## src/rtl/mem_port_arbiter.sv

```systemverilog
// Shares one memory port between instruction fetch and load/store.
// Data has priority; a wait counter bounds how long a pending fetch can be starved.
module mem_port_arbiter #(
    parameter int ADDR_W   = 32,
    parameter int DATA_W   = 32,
    parameter int MEM_LAT  = 1,
    parameter int MAX_WAIT = 4
) (
    input  logic              clk,
    input  logic              reset,
    input  logic              if_req,
    input  logic [ADDR_W-1:0] if_addr,
    output logic              if_ready,
    output logic [DATA_W-1:0] if_rdata,
    input  logic              d_req,
    input  logic              d_wr,
    input  logic [ADDR_W-1:0] d_addr,
    input  logic [DATA_W-1:0] d_wdata,
    output logic              d_ready,
    output logic [DATA_W-1:0] d_rdata,
    output logic              mem_enable,
    output logic              mem_wr,
    output logic [ADDR_W-1:0] mem_addr,
    output logic [DATA_W-1:0] mem_data_in,
    input  logic [DATA_W-1:0] mem_data_out,
    output logic              busy
);

    localparam int LAT_W  = (MEM_LAT > 1) ? $clog2(MEM_LAT) : 1;
    localparam int WAIT_W = $clog2(MAX_WAIT + 1);
    localparam logic [LAT_W-1:0]  LAT_LAST = LAT_W'(MEM_LAT - 1);
    localparam logic [WAIT_W-1:0] WAIT_MAX = WAIT_W'(MAX_WAIT);

    typedef enum logic [1:0] {
        S_IDLE,
        S_ACCESS,
        S_DONE
    } state_t;

    state_t            state_q, state_d;
    logic [LAT_W-1:0]  lat_q, lat_d;
    logic [WAIT_W-1:0] wait_q, wait_d;
    logic              own_data_q, own_data_d;
    logic              wr_q, wr_d;
    logic [ADDR_W-1:0] addr_q, addr_d;
    logic [DATA_W-1:0] wdata_q, wdata_d;
    logic [DATA_W-1:0] if_rdata_q, if_rdata_d;
    logic [DATA_W-1:0] d_rdata_q, d_rdata_d;

    always_ff @(posedge clk or posedge reset) begin
        if (reset) begin
            state_q    <= S_IDLE;
            lat_q      <= '0;
            wait_q     <= '0;
            own_data_q <= 1'b0;
            wr_q       <= 1'b0;
            addr_q     <= '0;
            wdata_q    <= '0;
            if_rdata_q <= '0;
            d_rdata_q  <= '0;
        end else begin
            state_q    <= state_d;
            lat_q      <= lat_d;
            wait_q     <= wait_d;
            own_data_q <= own_data_d;
            wr_q       <= wr_d;
            addr_q     <= addr_d;
            wdata_q    <= wdata_d;
            if_rdata_q <= if_rdata_d;
            d_rdata_q  <= d_rdata_d;
        end
    end

    always_comb begin
        state_d    = state_q;
        lat_d      = lat_q;
        wait_d     = wait_q;
        own_data_d = own_data_q;
        wr_d       = wr_q;
        addr_d     = addr_q;
        wdata_d    = wdata_q;
        if_rdata_d = if_rdata_q;
        d_rdata_d  = d_rdata_q;

        case (state_q)
            S_IDLE: begin
                // Data may only win while the fetch starvation budget is not exhausted.
                if (d_req && (wait_q < WAIT_MAX)) begin
                    own_data_d = 1'b1;
                    wr_d       = d_wr;
                    addr_d     = d_addr;
                    wdata_d    = d_wdata;
                    if (if_req) begin
                        wait_d = wait_q + 1'b1;
                    end
                    lat_d   = '0;
                    state_d = S_ACCESS;
                end else if (if_req) begin
                    own_data_d = 1'b0;
                    wr_d       = 1'b0;
                    addr_d     = if_addr;
                    wdata_d    = '0;
                    wait_d     = '0;
                    lat_d      = '0;
                    state_d    = S_ACCESS;
                end
            end
            S_ACCESS: begin
                if (lat_q == LAT_LAST) begin
                    if (!wr_q) begin
                        if (own_data_q) begin
                            d_rdata_d = mem_data_out;
                        end else begin
                            if_rdata_d = mem_data_out;
                        end
                    end
                    lat_d   = '0;
                    state_d = S_DONE;
                end else begin
                    lat_d = lat_q + 1'b1;
                end
            end
            S_DONE: begin
                state_d = S_IDLE;
            end
            default: begin
                state_d = S_IDLE;
            end
        endcase
    end

    // Write strobe only on the first access cycle so a store commits exactly once.
    assign mem_enable  = (state_q == S_ACCESS);
    assign mem_wr      = (state_q == S_ACCESS) && wr_q && (lat_q == '0);
    assign mem_addr    = addr_q;
    assign mem_data_in = wdata_q;
    assign if_ready    = (state_q == S_DONE) && !own_data_q;
    assign d_ready     = (state_q == S_DONE) && own_data_q;
    assign if_rdata    = if_rdata_q;
    assign d_rdata     = d_rdata_q;
    assign busy        = (state_q != S_IDLE);

endmodule

```

## config.mk

```make
export PLATFORM = sky130hd
export DESIGN_NAME = mem_port_arbiter
export DESIGN_NICKNAME = d
export VERILOG_FILES = /design/src/rtl/mem_port_arbiter.sv
export SDC_FILE = /design/constraint.sdc
export NUM_CORES = 1
export LEC_CHECK = 0
export ABC_CLOCK_PERIOD_IN_PS = 4100
export BUFFER_PORTS_ARGS = -buffer_cell sky130_fd_sc_hd__buf_2
export CORE_AREA = 5 5 121 123
export CTS_CLUSTER_SIZE = 16
export DETAILED_ROUTE_END_ITERATION = 10
export DIE_AREA = 0 0 126 128
export GPL_ROUTABILITY_DRIVEN = 0
export PLACE_DENSITY = 0.78
export SYNTH_ARGS = -nofsm -noshare
export SYNTH_HDL_FRONTEND = slang
export SYNTH_SLANG_ARGS = --single-unit
```

## constraint.sdc

```tcl
create_clock -name clk -period 4.1 [get_ports clk]
set_input_delay 0.205 -clock clk [delete_from_list [all_inputs] [get_ports clk]]
set_output_delay 0.205 -clock clk [all_outputs]
set_load 0.01 [all_outputs]
```

==> flow_summary.rst, run 1 <==
.. list-table::
   :header-rows: 1

   * - Metric
     - Value
   * - Result of the run
     - finished with violations
   * - Failing checks
     - hold timing
   * - Antenna Nets Post-Route
     - 0
   * - Share of flip-flops with an asynchronous set or reset
     - 1.00
   * - Count of clock tree sinks
     - between 100 and 150
   * - Number of optimization iterations in the first detailed-route pass
     - 4
   * - Worst Clk Skew
     - approximately 0.011 ns
   * - Wire length of the first global-routing pass
     - 21.8 mm
   * - Initial antenna violation count
     - 0
   * - Data arrival time of the critical path
     - around 2.4 ns
   * - Maximum number of pins on one net before global-route repair
     - between 100 and 150
   * - Unrepaired setup endpoints after global routing
     - false
   * - Number of buffers inserted by port buffering
     - around 270
   * - Global route total overflow
     - 0
   * - Critical path capture point type
     - flip-flop
   * - Buffers inserted during post-CTS setup optimization
     - 0
   * - Setup crit start kind
     - flip-flop
   * - Area taken by multi-input logic gates
     - between 0.0015 and 0.002 sq mm
   * - Synthesized instance count
     - between 300 and 400
   * - Maximum clock path buffer count
     - 2
   * - Share of cells above drive strength 1
     - 0.698
   * - TritonCTS clock tree
     - done
   * - Total inserted antenna cells
     - 0
   * - Share of the yosys chip area belonging to registers
     - 0.617
   * - Clock buffers created by TritonCTS
     - 17
   * - Initial core utilization
     - 0.404
   * - Die Width
     - ~130 um
   * - CP cell instances
     - nor2b_1, o21bai_4, buf_4, mux2_2
   * - Flip-flop and latch area
     - 0.00338 sq mm
   * - Deepest level of the CTS H-tree
     - 4
   * - WP data required
     - around 4.4 ns
   * - DR vias/cell
     - 4.91
   * - Worst r2r path cells
     - 4
   * - Area growth syn-to-layout
     - 36.9%
   * - Slowest cell delay on critical path
     - around 0.55 ns
   * - Number of failing setup endpoints in the final timing report
     - 0
   * - Clock transition at the registers of the reported paths
     - roughly 0.060 ns
   * - GRT Util Overall
     - 0.170
   * - Critical path type
     - flip-flop to flip-flop
   * - Placement Cell Area
     - 0.00692 sq mm
   * - Leak Pwr
     - around 3.8 nW
   * - Highest ir drop seen on vdd
     - around 0.00033 V
   * - Vias
     - about 4000
   * - Max frequency
     - between 0.4 and 0.5 GHz
   * - Critical path's top delay family
     - buffers and inverters
   * - Syn Area/Cell
     - roughly 16 sq um
   * - Maxcap violations
     - 0
   * - DRC violation count after routing
     - 0
   * - Combined buffer and inverter count along the critical path
     - 1
   * - Worst reg2reg endpoint
     - mem_addr[9]$_DFFE_PP0P_
   * - Sum Neg Setup Slack
     - 0 ns
   * - Total chip power
     - 6.27 mW
   * - Number of cells in the finished layout apart from fillers
     - roughly 810
   * - Post-layout util
     - 0.553
   * - Number of enable flip-flop cells after synthesis
     - 0
   * - Overall routed net length
     - between 10 and 15 mm
   * - Final number of max-transition violations
     - 0
   * - Synth top area share
     - 0.617
   * - Startpoint of the lowest-slack register-to-register path
     - wait_q[2]$_DFFE_PP0P_
   * - Die height
     - about 130 um
   * - Area of the placeable core
     - about 0.014 sq mm
   * - Top cells by instance count after synthesis
     - dfrtp_1 (135), mux2_2 (121), a22o_1 (33)
   * - Primary flip-flop cell chosen by synthesis mapping
     - dfrtp_1
   * - Largest fanout of any net on the critical path
     - 40
   * - Critical-path top delay cell
     - buf_4
   * - Synth Warn #
     - 0
   * - Cell types occupying the most area after synthesis
     - dfrtp_1 (62%), mux2_2 (25%), a22o_1 (5.3%)
   * - Worst slew margin relative to its limit
     - 0.393
   * - Worst reg2reg setup slack
     - around 2.0 ns
   * - Avg WL per Cell
     - 17.0 um
   * - Via count of the first global-routing pass
     - ~4400
   * - Power per Cell Area
     - between 800 and 900 mW/mm^2
   * - Share of the clock period used by the worst path
     - 0.506
   * - Most repeated cell in the gate-level netlist after synthesis
     - dfrtp_1
   * - Post-route design area
     - ~0.0075 sq mm
   * - Area enclosed by the die boundary
     - ~0.016 sq mm
   * - Post-synth design cell area
     - approximately 0.0055 sq mm
   * - Min Clock Period, post-route
     - approximately 2.1 ns
   * - Yosys cell types
     - 27
   * - Number of fill cells
     - 1139
   * - Measured slew at the worst slew-check pin
     - ~0.91 ns
   * - Number of placement rows
     - 43
   * - Insertion delay to the later sink of the worst-skew pair
     - 0.41 ns
   * - Post-synthesis net count
     - 475
   * - I/O Pins
     - approximately 270
   * - Number of endpoints with negative hold slack in the final report
     - 19
   * - CTS Root Cell
     - clkbuf_16
   * - Hold WS
     - -0.0361 ns
   * - Cell count after placement
     - 770
   * - Hold crit path type
     - input port to async pin
   * - Detailed Place HPWL
     - ~10 mm
   * - Leading area contributor after synthesis
     - dfrtp_1
   * - Post-synthesis sequential element count
     - between 100 and 150
   * - DRC violation total after the first TritonRoute iteration
     - 135
   * - Fin nets
     - between 700 and 800
==> power by group <==
part	switching (mW)	internal [mW]
combinational	1.18	1.31
sequential	0.387	2.02
clock	0.549	0.818
==> layout make-up <==
class / count / share of cell area
clock buffers: 21 / 0.0628
clock inverters: 11 / 0.0100
inverters: 2 / 0.00167
multi-input cells: 182 / 0.257
flip-flops and latches: 135 / 0.451
well taps: 180 / 0.0301
repair buffers: 274 / 0.187
==> worst max-delay path by stage <==
| stage | cells past startpoint | end | start | slack, ns |
|---|---|---|---|---|
| 2_1_floorplan | 1 | d_rdata[0]$_DFFE_PP0P_ | reset | 0.28 |
| 3_5_place_dp | 5 | mem_addr[25]$_DFFE_PP0P_ | d_req | 1.98 |
| 6_report | 4 | mem_addr[9]$_DFFE_PP0P_ | wait_q[2]$_DFFE_PP0P_ | 2.02 |
| 5_1_grt | 4 | mem_addr[14]$_DFFE_PP0P_ | wait_q[2]$_DFFE_PP0P_ | 1.88 |
| 3_3_place_gp | 5 | mem_addr[8]$_DFFE_PP0P_ | d_req | 2.03 |
| 4_1_cts | 4 | mem_addr[12]$_DFFE_PP0P_ | wait_q[2]$_DFFE_PP0P_ | 2.00 |
==> worst reg2reg max path, stage by stage (launching register included) <==
cell      delay, ns
dfrtp_1        0.37
nor2b_1        0.09
o21bai_4       0.54
buf_4          0.56
mux2_2         0.42
==> per-layer routing <==
metal,track usage,wire length [um],vias up
li1,-,-,1783
met5,0,0,-
met3,0.0725,1370,24
met2,0.270,6360,217
met4,0.0650,238,0
met1,0.208,5730,1930
==> timing repair <==
action                     in CTS  in global routing
hold endpoints to repair        0                  3
setup endpoints to repair       0                  0
hold buffers                    0                  3
resized for setup               0                  0
==> placed cells by master (no fill, tap or decap) <==
| cell type | Yosys | routed |
|---|---|---|
| clkinv_4 | 0 | 1 |
| buf_2 | 11 | 265 |
| clkinv_2 | 0 | 4 |
| clkbuf_8 | 0 | 3 |
| nor2_2 | 1 | 1 |
| dlygate4sd3_1 | 0 | 3 |
| mux2_1 | 1 | 1 |
| or3b_2 | 1 | 1 |
| dfrtp_1 | 135 | 135 |
| nor3b_1 | 1 | 1 |
| o21bai_4 | 1 | 1 |
| a32o_1 | 1 | 1 |
| mux2_4 | 6 | 6 |
| nor3_1 | 1 | 1 |
| nand2_1 | 2 | 2 |
| inv_1 | 2 | 1 |
| clkbuf_16 | 0 | 17 |
| ha_1 | 1 | 1 |
| nor2b_2 | 1 | 1 |
| clkbuf_1 | 2 | 1 |
| clkinvlp_4 | 0 | 5 |
| inv_6 | 0 | 2 |
| nor3b_4 | 1 | 1 |
| or2_4 | 1 | 1 |
| mux2_2 | 121 | 121 |
| a21o_1 | 2 | 2 |
| buf_4 | 0 | 6 |
| nand2b_1 | 1 | 1 |
| and2_1 | 1 | 1 |
| nor2b_1 | 2 | 2 |
| o21ai_0 | 1 | 1 |
| a22o_1 | 33 | 33 |
| and3b_1 | 2 | 2 |
==> per-stage QoR <==
step	setup WS, ns	hold WS (ns)
final	2.02	-0.0361
after global routing	1.88	0.000457
after CTS	2.00	0.00102
after detailed placement	1.98	0.437
after global placement	2.03	0.429
after floorplan	0.284	0.340
==> sequential cells by signal, indices dropped and copies added, names as in the netlist <==
register	count
wr_q	1
mem_addr	32
mem_data_in	32
wait_q	3
d_rdata	32
if_rdata	32
own_data_q	1
state_q	2
==> logic make-up after synthesis <==
| group | share of synthesized area |
|---|---|
| buf+inv | 0.0302 |
| flops | 0.617 |
| fa+ha+maj | 0.00229 |
| simple gates | 0.0208 |
| mux | 0.268 |
| compound gates | 0.0617 |
(Power assumes the default switching activity.)
==> run 2: changes to the inputs <==
ABC_CLOCK_PERIOD_IN_PS = 1900   (was 4100)
clock period = 1.9 ns   (was 4.1 ns; I/O delays follow)
==> run 2 against run 1 <==
Effect of this change:
- the flow now finishes without violations
- utilization up 5.7 points
- global-route usage up 2.4 points
- die area unchanged
- via count up 7.4%
- clock power up 140%
- register-to-register slack worse by 1.7 ns
- count of clock-buffer cells in the layout down 1
- critical path depth unchanged
- total power up 130%
- sequential power up 120%
- first-iteration DRC count up 8.1%
==> flow_summary.rst, run 2 (synthesis results as in run 1) <==
.. list-table::
   :header-rows: 1

   * - Metric
     - Value
   * - Result of the run
     - finished clean
   * - Min Clock Period, post-route
     - 1.59 ns (-0.484 ns)
   * - Deepest level of the CTS H-tree
     - 4 (unchanged)
   * - Most frequent cells in the layout
     - buf_2 (265), dfrtp_1 (135), mux2_2 (121), dlygate4sd3_1 (67), a22o_1 (33)
   * - Clock buffers created by TritonCTS
     - 17 (unchanged)
   * - TritonCTS clock tree
     - done
   * - Highest ir drop seen on vdd
     - 0.000782 V (+140%)
   * - I/O Pins
     - 266 (unchanged)
   * - Antenna Nets Post-Route
     - 0 (unchanged)
   * - Die Width
     - 126 um (unchanged)
   * - Count of clock tree sinks
     - 135 (unchanged)
   * - Post-layout util
     - 0.610 (+0.0574)
   * - Maximum number of pins on one net before global-route repair
     - 67 (-36%)
   * - Final number of max-transition violations
     - 0 (unchanged)
   * - Cell count after placement
     - 773 (+0.39%)
   * - Insertion delay to the later sink of the worst-skew pair
     - 0.41 ns (about the same)
   * - Gates resized, CTS repair
     - 0 (unchanged)
   * - Count of hold buffers inserted by post-cts repair
     - 67 (+67)
   * - Sum Neg Setup Slack
     - 0 ns (unchanged)
   * - Post-route design area
     - 0.00827 sq mm (+10%)
   * - Worst Clk Skew
     - 0.00689 ns (-0.00419 ns)
   * - Worst slew margin relative to its limit
     - 0.651 (+0.258)
   * - Total chip power
     - 14.1 mW (+130%)
   * - Number of placement rows
     - 43 (unchanged)
   * - Largest fanout of any net on the critical path
     - 32 (-20%)
   * - CTS Root Cell
     - clkbuf_16
   * - Global route total overflow
     - 0 (unchanged)
   * - Maxcap violations
     - 0 (unchanged)
   * - Leak Pwr
     - 4.08 nW (+8.7%)
   * - Total inserted antenna cells
     - 0 (unchanged)
   * - Clock transition at the registers of the reported paths
     - 0.06 ns (about the same)
   * - Area of the placeable core
     - 0.0136 sq mm (unchanged)
   * - Power per Cell Area
     - 1710 mW/mm^2 (+100%)
   * - Die height
     - 128 um (unchanged)
   * - Share of cells above drive strength 1
     - 0.631 (-0.0666)
   * - Setup crit start kind
     - flip-flop
   * - Critical path capture point type
     - flip-flop
   * - Number of optimization iterations in the first detailed-route pass
     - 4 (unchanged)
   * - Initial core utilization
     - 0.404 (unchanged)
   * - Area growth syn-to-layout
     - 51.1%
   * - Overall routed net length
     - 15.2 mm (+11%)
   * - Fin nets
     - 813 (+9.0%)
   * - Hold WS
     - 0.0472 ns (+0.0833 ns)
   * - Worst setup timing slack at the placement stage
     - 0.310 ns (-1.67 ns)
   * - Placement Cell Area
     - 0.00701 sq mm (+1.4%)
   * - WP data required
     - 2.18 ns (-2.21 ns)
   * - Max frequency
     - 0.628 GHz (+30%)
   * - Maximum clock path buffer count
     - 2 (unchanged)
   * - Hold crit path type
     - input port to flip-flop
   * - Critical path type
     - flip-flop to flip-flop
   * - Number of endpoints with negative hold slack in the final report
     - 0 (-19)
   * - Vias
     - 4246 (+7.4%)
   * - Area enclosed by the die boundary
     - 0.0161 sq mm (unchanged)
   * - Share of the clock period used by the worst path
     - 0.838 (+0.332)
   * - Number of failing setup endpoints in the final timing report
     - 0 (unchanged)
   * - Initial antenna violation count
     - 0 (unchanged)
   * - Buffers inserted during post-CTS setup optimization
     - 0 (unchanged)
   * - DR vias/cell
     - 4.87 (-0.75%)
   * - Via count of the first global-routing pass
     - 4765 (+9.2%)
   * - Most common library cell in the layout ignoring fill and taps
     - buf_2
   * - Measured slew at the worst slew-check pin
     - 0.523 ns (-0.388 ns)
   * - DRC violation total after the first TritonRoute iteration
     - 146 (+8.1%)
   * - Data arrival time of the critical path
     - 1.88 ns (-0.49 ns)
   * - GRT Util Overall
     - 0.194 (+0.0240)
   * - Number of cells in the finished layout apart from fillers
     - 871 (+8.2%)
   * - DRC violation count after routing
     - 0 (unchanged)
   * - Unrepaired setup endpoints after global routing
     - false
   * - Wire length of the first global-routing pass
     - 24.7 mm (+14%)
   * - Detailed Place HPWL
     - 10.5 mm (+2.0%)
   * - Avg WL per Cell
     - 17.5 um (+2.9%)
   * - Final setup slack of the worst path
     - 0.307 ns (-1.72 ns)
   * - Number of buffers inserted by port buffering
     - 265 (unchanged)
==> run 2: cell types whose count changed in the layout (fill, tap and decap cells not counted), sizes merged <==
cell,change
dlygate4sd3,+64
clkinvlp,-2
clkinv,-1
bufinv,+3
buf,+3
clkbuf,-1
==> run 2: worst max-delay path: stages, from the launching register on <==
cell and delay, ns:
dfrtp_1 0.43, nor2b_2 0.18, nor3b_4 0.24, buf_12 0.23
mux2_2 0.37
==> run 2: layout make-up <==
type | instances | area (sq um)
clock inverter | 11 | 150
timing repair buffer | 341 | 2140
fill | 1007 | 5290
sequential | 135 | 3380
clock buffer | 20 | 437
multi-input combinational | 182 | 1930
inverter | 2 | 11.3
tap | 180 | 225
==> run 2: power breakdown <==
| part | internal, mW | leakage [nW] | switching (mW) |
|---|---|---|---|
| Combinational | 3.01 | 2.17 | 2.64 |
| Sequential | 4.37 | 1.63 | 0.854 |
| Clock | 2.06 | 0.281 | 1.20 |
| Total | 9.44 | 4.08 | 4.70 |
==> run 2: worst paths after layout <==
| check | start | end | slack (ns) | cells after the start |
|---|---|---|---|---|
| min in group asynchronous | reset | if_rdata[23]$_DFFE_PP0P_ | 0.29 | 3 |
| worst min-delay path | if_addr[12] | mem_addr[12]$_DFFE_PP0P_ | 0.05 | 3 |
| max in group asynchronous | reset | mem_data_in[9]$_DFFE_PP0P_ | 0.94 | 4 |
| worst max register to register | state_q[1]$_DFFE_PP0P_ | if_rdata[19]$_DFFE_PP0P_ | 0.31 | 4 |
| worst min register to register | mem_data_in[17]$_DFFE_PP0P_ | mem_data_in[17]$_DFFE_PP0P_ | 0.50 | 1 |
| worst max-delay path | state_q[1]$_DFFE_PP0P_ | if_rdata[19]$_DFFE_PP0P_ | 0.31 | 4 |
==> run 2: routing by layer <==
metal | vias up | part of all wire | global-route usage
met5 | - | 0 | 0
met4 | 0 | 0.025 | 0.0858
li1 | 1922 | - | -
met2 | 214 | 0.50 | 0.328
met1 | 2081 | 0.38 | 0.223
met3 | 29 | 0.089 | 0.0688
==> run 3: changes to the inputs <==
ABC_CLOCK_PERIOD_IN_PS = 1600   (was 1900)
CORE_AREA = 5 5 116 118   (was 5 5 121 123)
DIE_AREA = 0 0 121 123   (was 0 0 126 128)
PLACE_DENSITY = 0.81   (was 0.78)
clock period = 1.6 ns   (was 1.9 ns; I/O delays follow)
==> run 3 against run 2 <==
Effect of this change:
- count of clock-buffer cells in the layout down 1
- utilization up 7.1 points
- via count down 0.45%
- first-iteration DRC count up 97%
- critical path depth unchanged
- register-to-register slack worse by 0.27 ns
- combinational power up 23%
- clock skew about the same
- global-route usage up 1.7 points
- total power up 24%
- die area down 7.7%
==> flow_summary.rst, run 3 (synthesis results as in run 1) <==
.. list-table::
   :header-rows: 1

   * - Metric
     - Value
   * - Number of buffers inserted by port buffering
     - 265 (unchanged)
   * - Deepest level of the CTS H-tree
     - 4 (unchanged)
   * - Avg WL per Cell
     - 18.1 um (+3.7%)
   * - WP data required
     - 1.88 ns (-0.30 ns)
   * - Sum Neg Setup Slack
     - 0 ns (unchanged)
   * - Buffers inserted during post-CTS setup optimization
     - 0 (unchanged)
   * - DR vias/cell
     - 4.86 (-0.22%)
   * - TritonCTS clock tree
     - done
   * - Hold crit path type
     - input port to flip-flop
   * - Critical path's top delay family
     - simple AND/OR/NAND/NOR gates
   * - Leak Pwr
     - 4.17 nW (+2.2%)
   * - Number of placement rows
     - 41 (-4.7%)
   * - Highest ir drop seen on vdd
     - 0.00109 V (+40%)
   * - CP cell instances
     - nor2b_4, nor3b_4, buf_12, mux2_2
   * - Antenna Nets Post-Route
     - 0 (unchanged)
   * - Critical path capture point type
     - flip-flop
   * - Worst Clk Skew
     - 0.00703 ns (+0.000147 ns)
   * - Maxcap violations
     - 0 (unchanged)
   * - I/O Pins
     - 266 (unchanged)
   * - Area enclosed by the die boundary
     - 0.0149 sq mm (-7.7%)
   * - Die Width
     - 121 um (-4.0%)
   * - Measured slew at the worst slew-check pin
     - 0.666 ns (+0.144 ns)
   * - Share of the clock period used by the worst path
     - 0.975 (+0.137)
   * - Vias
     - 4227 (-0.45%)
   * - Data arrival time of the critical path
     - 1.84 ns (-0.04 ns)
   * - Total chip power
     - 17.6 mW (+24%)
   * - Min Clock Period, post-route
     - 1.56 ns (-0.0329 ns)
   * - Power per Cell Area
     - 2090 mW/mm^2 (+22%)
   * - Detailed Place HPWL
     - 10.3 mm (-2.0%)
   * - Clock buffers created by TritonCTS
     - 17 (unchanged)
   * - Slowest cell delay on critical path
     - 0.41 ns (-0.02 ns)
   * - Count of clock tree sinks
     - 135 (unchanged)
   * - Routed length on met2
     - 7.93 mm (+3.9%)
   * - Combined buffer and inverter count along the critical path
     - 1 (unchanged)
   * - Number of failing setup endpoints in the final timing report
     - 0 (unchanged)
   * - Largest fanout of any net on the critical path
     - 27 (-16%)
   * - Post-route met1 wirelength
     - 6.09 mm (+4.0%)
   * - Share of cells above drive strength 1
     - 0.641 (+0.00983)
   * - Result of the run
     - finished clean
   * - Clock transition at the registers of the reported paths
     - 0.06 ns (about the same)
   * - Via count of the first global-routing pass
     - 4649 (-2.4%)
   * - Most frequent cells in the layout
     - buf_2 (265), dfrtp_1 (135), mux2_2 (121), dlygate4sd3_1 (67), a22o_1 (33)
   * - CTS Root Cell
     - clkbuf_16
   * - DRC violation total after the first TritonRoute iteration
     - 288 (+97%)
   * - Max frequency
     - 0.641 GHz (+2.1%)
   * - Setup crit start kind
     - flip-flop
   * - Routed length on met3
     - 1.51 mm (+11%)
   * - Worst slew margin relative to its limit
     - 0.556 (-0.0952)
   * - Highest metal used
     - met4
   * - GRT Util Overall
     - 0.211 (+0.0167)
   * - Critical path type
     - flip-flop to flip-flop
   * - Initial core utilization
     - 0.443 (+0.0390)
   * - Overall routed net length
     - 15.8 mm (+3.4%)
   * - Number of endpoints with negative hold slack in the final report
     - 0 (unchanged)
   * - Global route total overflow
     - 0 (unchanged)
   * - DRC violation count after routing
     - 0 (unchanged)
   * - Maximum number of pins on one net before global-route repair
     - 81 (+21%)
   * - Wire length of the first global-routing pass
     - 24.1 mm (-2.5%)
   * - Most common library cell in the layout ignoring fill and taps
     - buf_2
   * - Final number of max-transition violations
     - 0 (unchanged)
   * - Die height
     - 123 um (-3.9%)
   * - Number of optimization iterations in the first detailed-route pass
     - 4 (unchanged)
   * - Initial antenna violation count
     - 1 (+1)
   * - Unrepaired setup endpoints after global routing
     - true
   * - Area growth syn-to-layout
     - 53.9%
   * - Critical-path top delay cell
     - dfrtp_1
   * - Area of the placeable core
     - 0.0124 sq mm (-8.8%)
   * - Insertion delay to the later sink of the worst-skew pair
     - 0.41 ns (about the same)
   * - Fin nets
     - 818 (+0.62%)
   * - Maximum clock path buffer count
     - 2 (unchanged)
-- run 3: metrics by stage --
| stage | util | std cells | setup WS (ns) | hold slack [ns] | instance area (sq um) |
|---|---|---|---|---|---|
| after floorplan | - | 341 | -0.159 | 0.215 | 5480 |
| after global placement | 0.567 | 768 | 0.110 | 0.243 | 7010 |
| after detailed placement | 0.567 | 768 | 0.0311 | 0.249 | 7010 |
| after CTS | 0.676 | 866 | 0.0258 | 0.00976 | 8360 |
| after global routing | 0.681 | 869 | -0.0190 | 0.0128 | 8420 |
| final | 0.681 | 869 | 0.0400 | 0.0323 | 8420 |
-- run 3: power breakdown --
part	switching [mW]	total (mW)	internal, mW
registers	1.02	6.20	5.18
logic	3.25	6.94	3.69
clock network	1.42	4.43	3.00
-- run 3: per-layer routing --
layer,vias up,GRT usage
li1,1934,-
met1,2055,0.243
met2,218,0.360
met3,20,0.0860
met4,0,0.0694
met5,-,0
-- run 3: layout make-up --
cell class                 count  area, sq um
clock inverter                12          221
tap                          172          215
multi-input combinational    182         1940
sequential                   135         3380
antenna                        1         2.50
fill                         828         3950
inverter                       2         11.3
clock buffer                  19          453
timing repair buffer         346         2200
-- run 3: final timing paths --
kind | from | end | slack [ns] | cells after the start
max | state_q[0]$_DFFE_PP0P_ | if_rdata[5]$_DFFE_PP0P_ | 0.04 | 4
min | if_addr[17] | mem_addr[17]$_DFFE_PP0P_ | 0.03 | 3
max reg2reg | state_q[0]$_DFFE_PP0P_ | if_rdata[5]$_DFFE_PP0P_ | 0.04 | 4
min reg2reg | mem_data_in[17]$_DFFE_PP0P_ | mem_data_in[17]$_DFFE_PP0P_ | 0.49 | 1
max in group asynchronous | reset | d_rdata[2]$_DFFE_PP0P_ | 0.67 | 4
min in group asynchronous | reset | mem_data_in[1]$_DFFE_PP0P_ | 0.33 | 4
-- run 3: timing repair --
item                       4_1_cts  5_1_grt
hold endpoints to repair       233        0
resized for setup                0        3
setup endpoints to repair        0       55
hold buffers                    67        0
-- run 3: worst register-to-register path, stage by stage (launching register included) --
cell,delay [ns]
dfrtp_1,0.41
nor2b_4,0.18
nor3b_4,0.24
buf_12,0.23
mux2_2,0.38
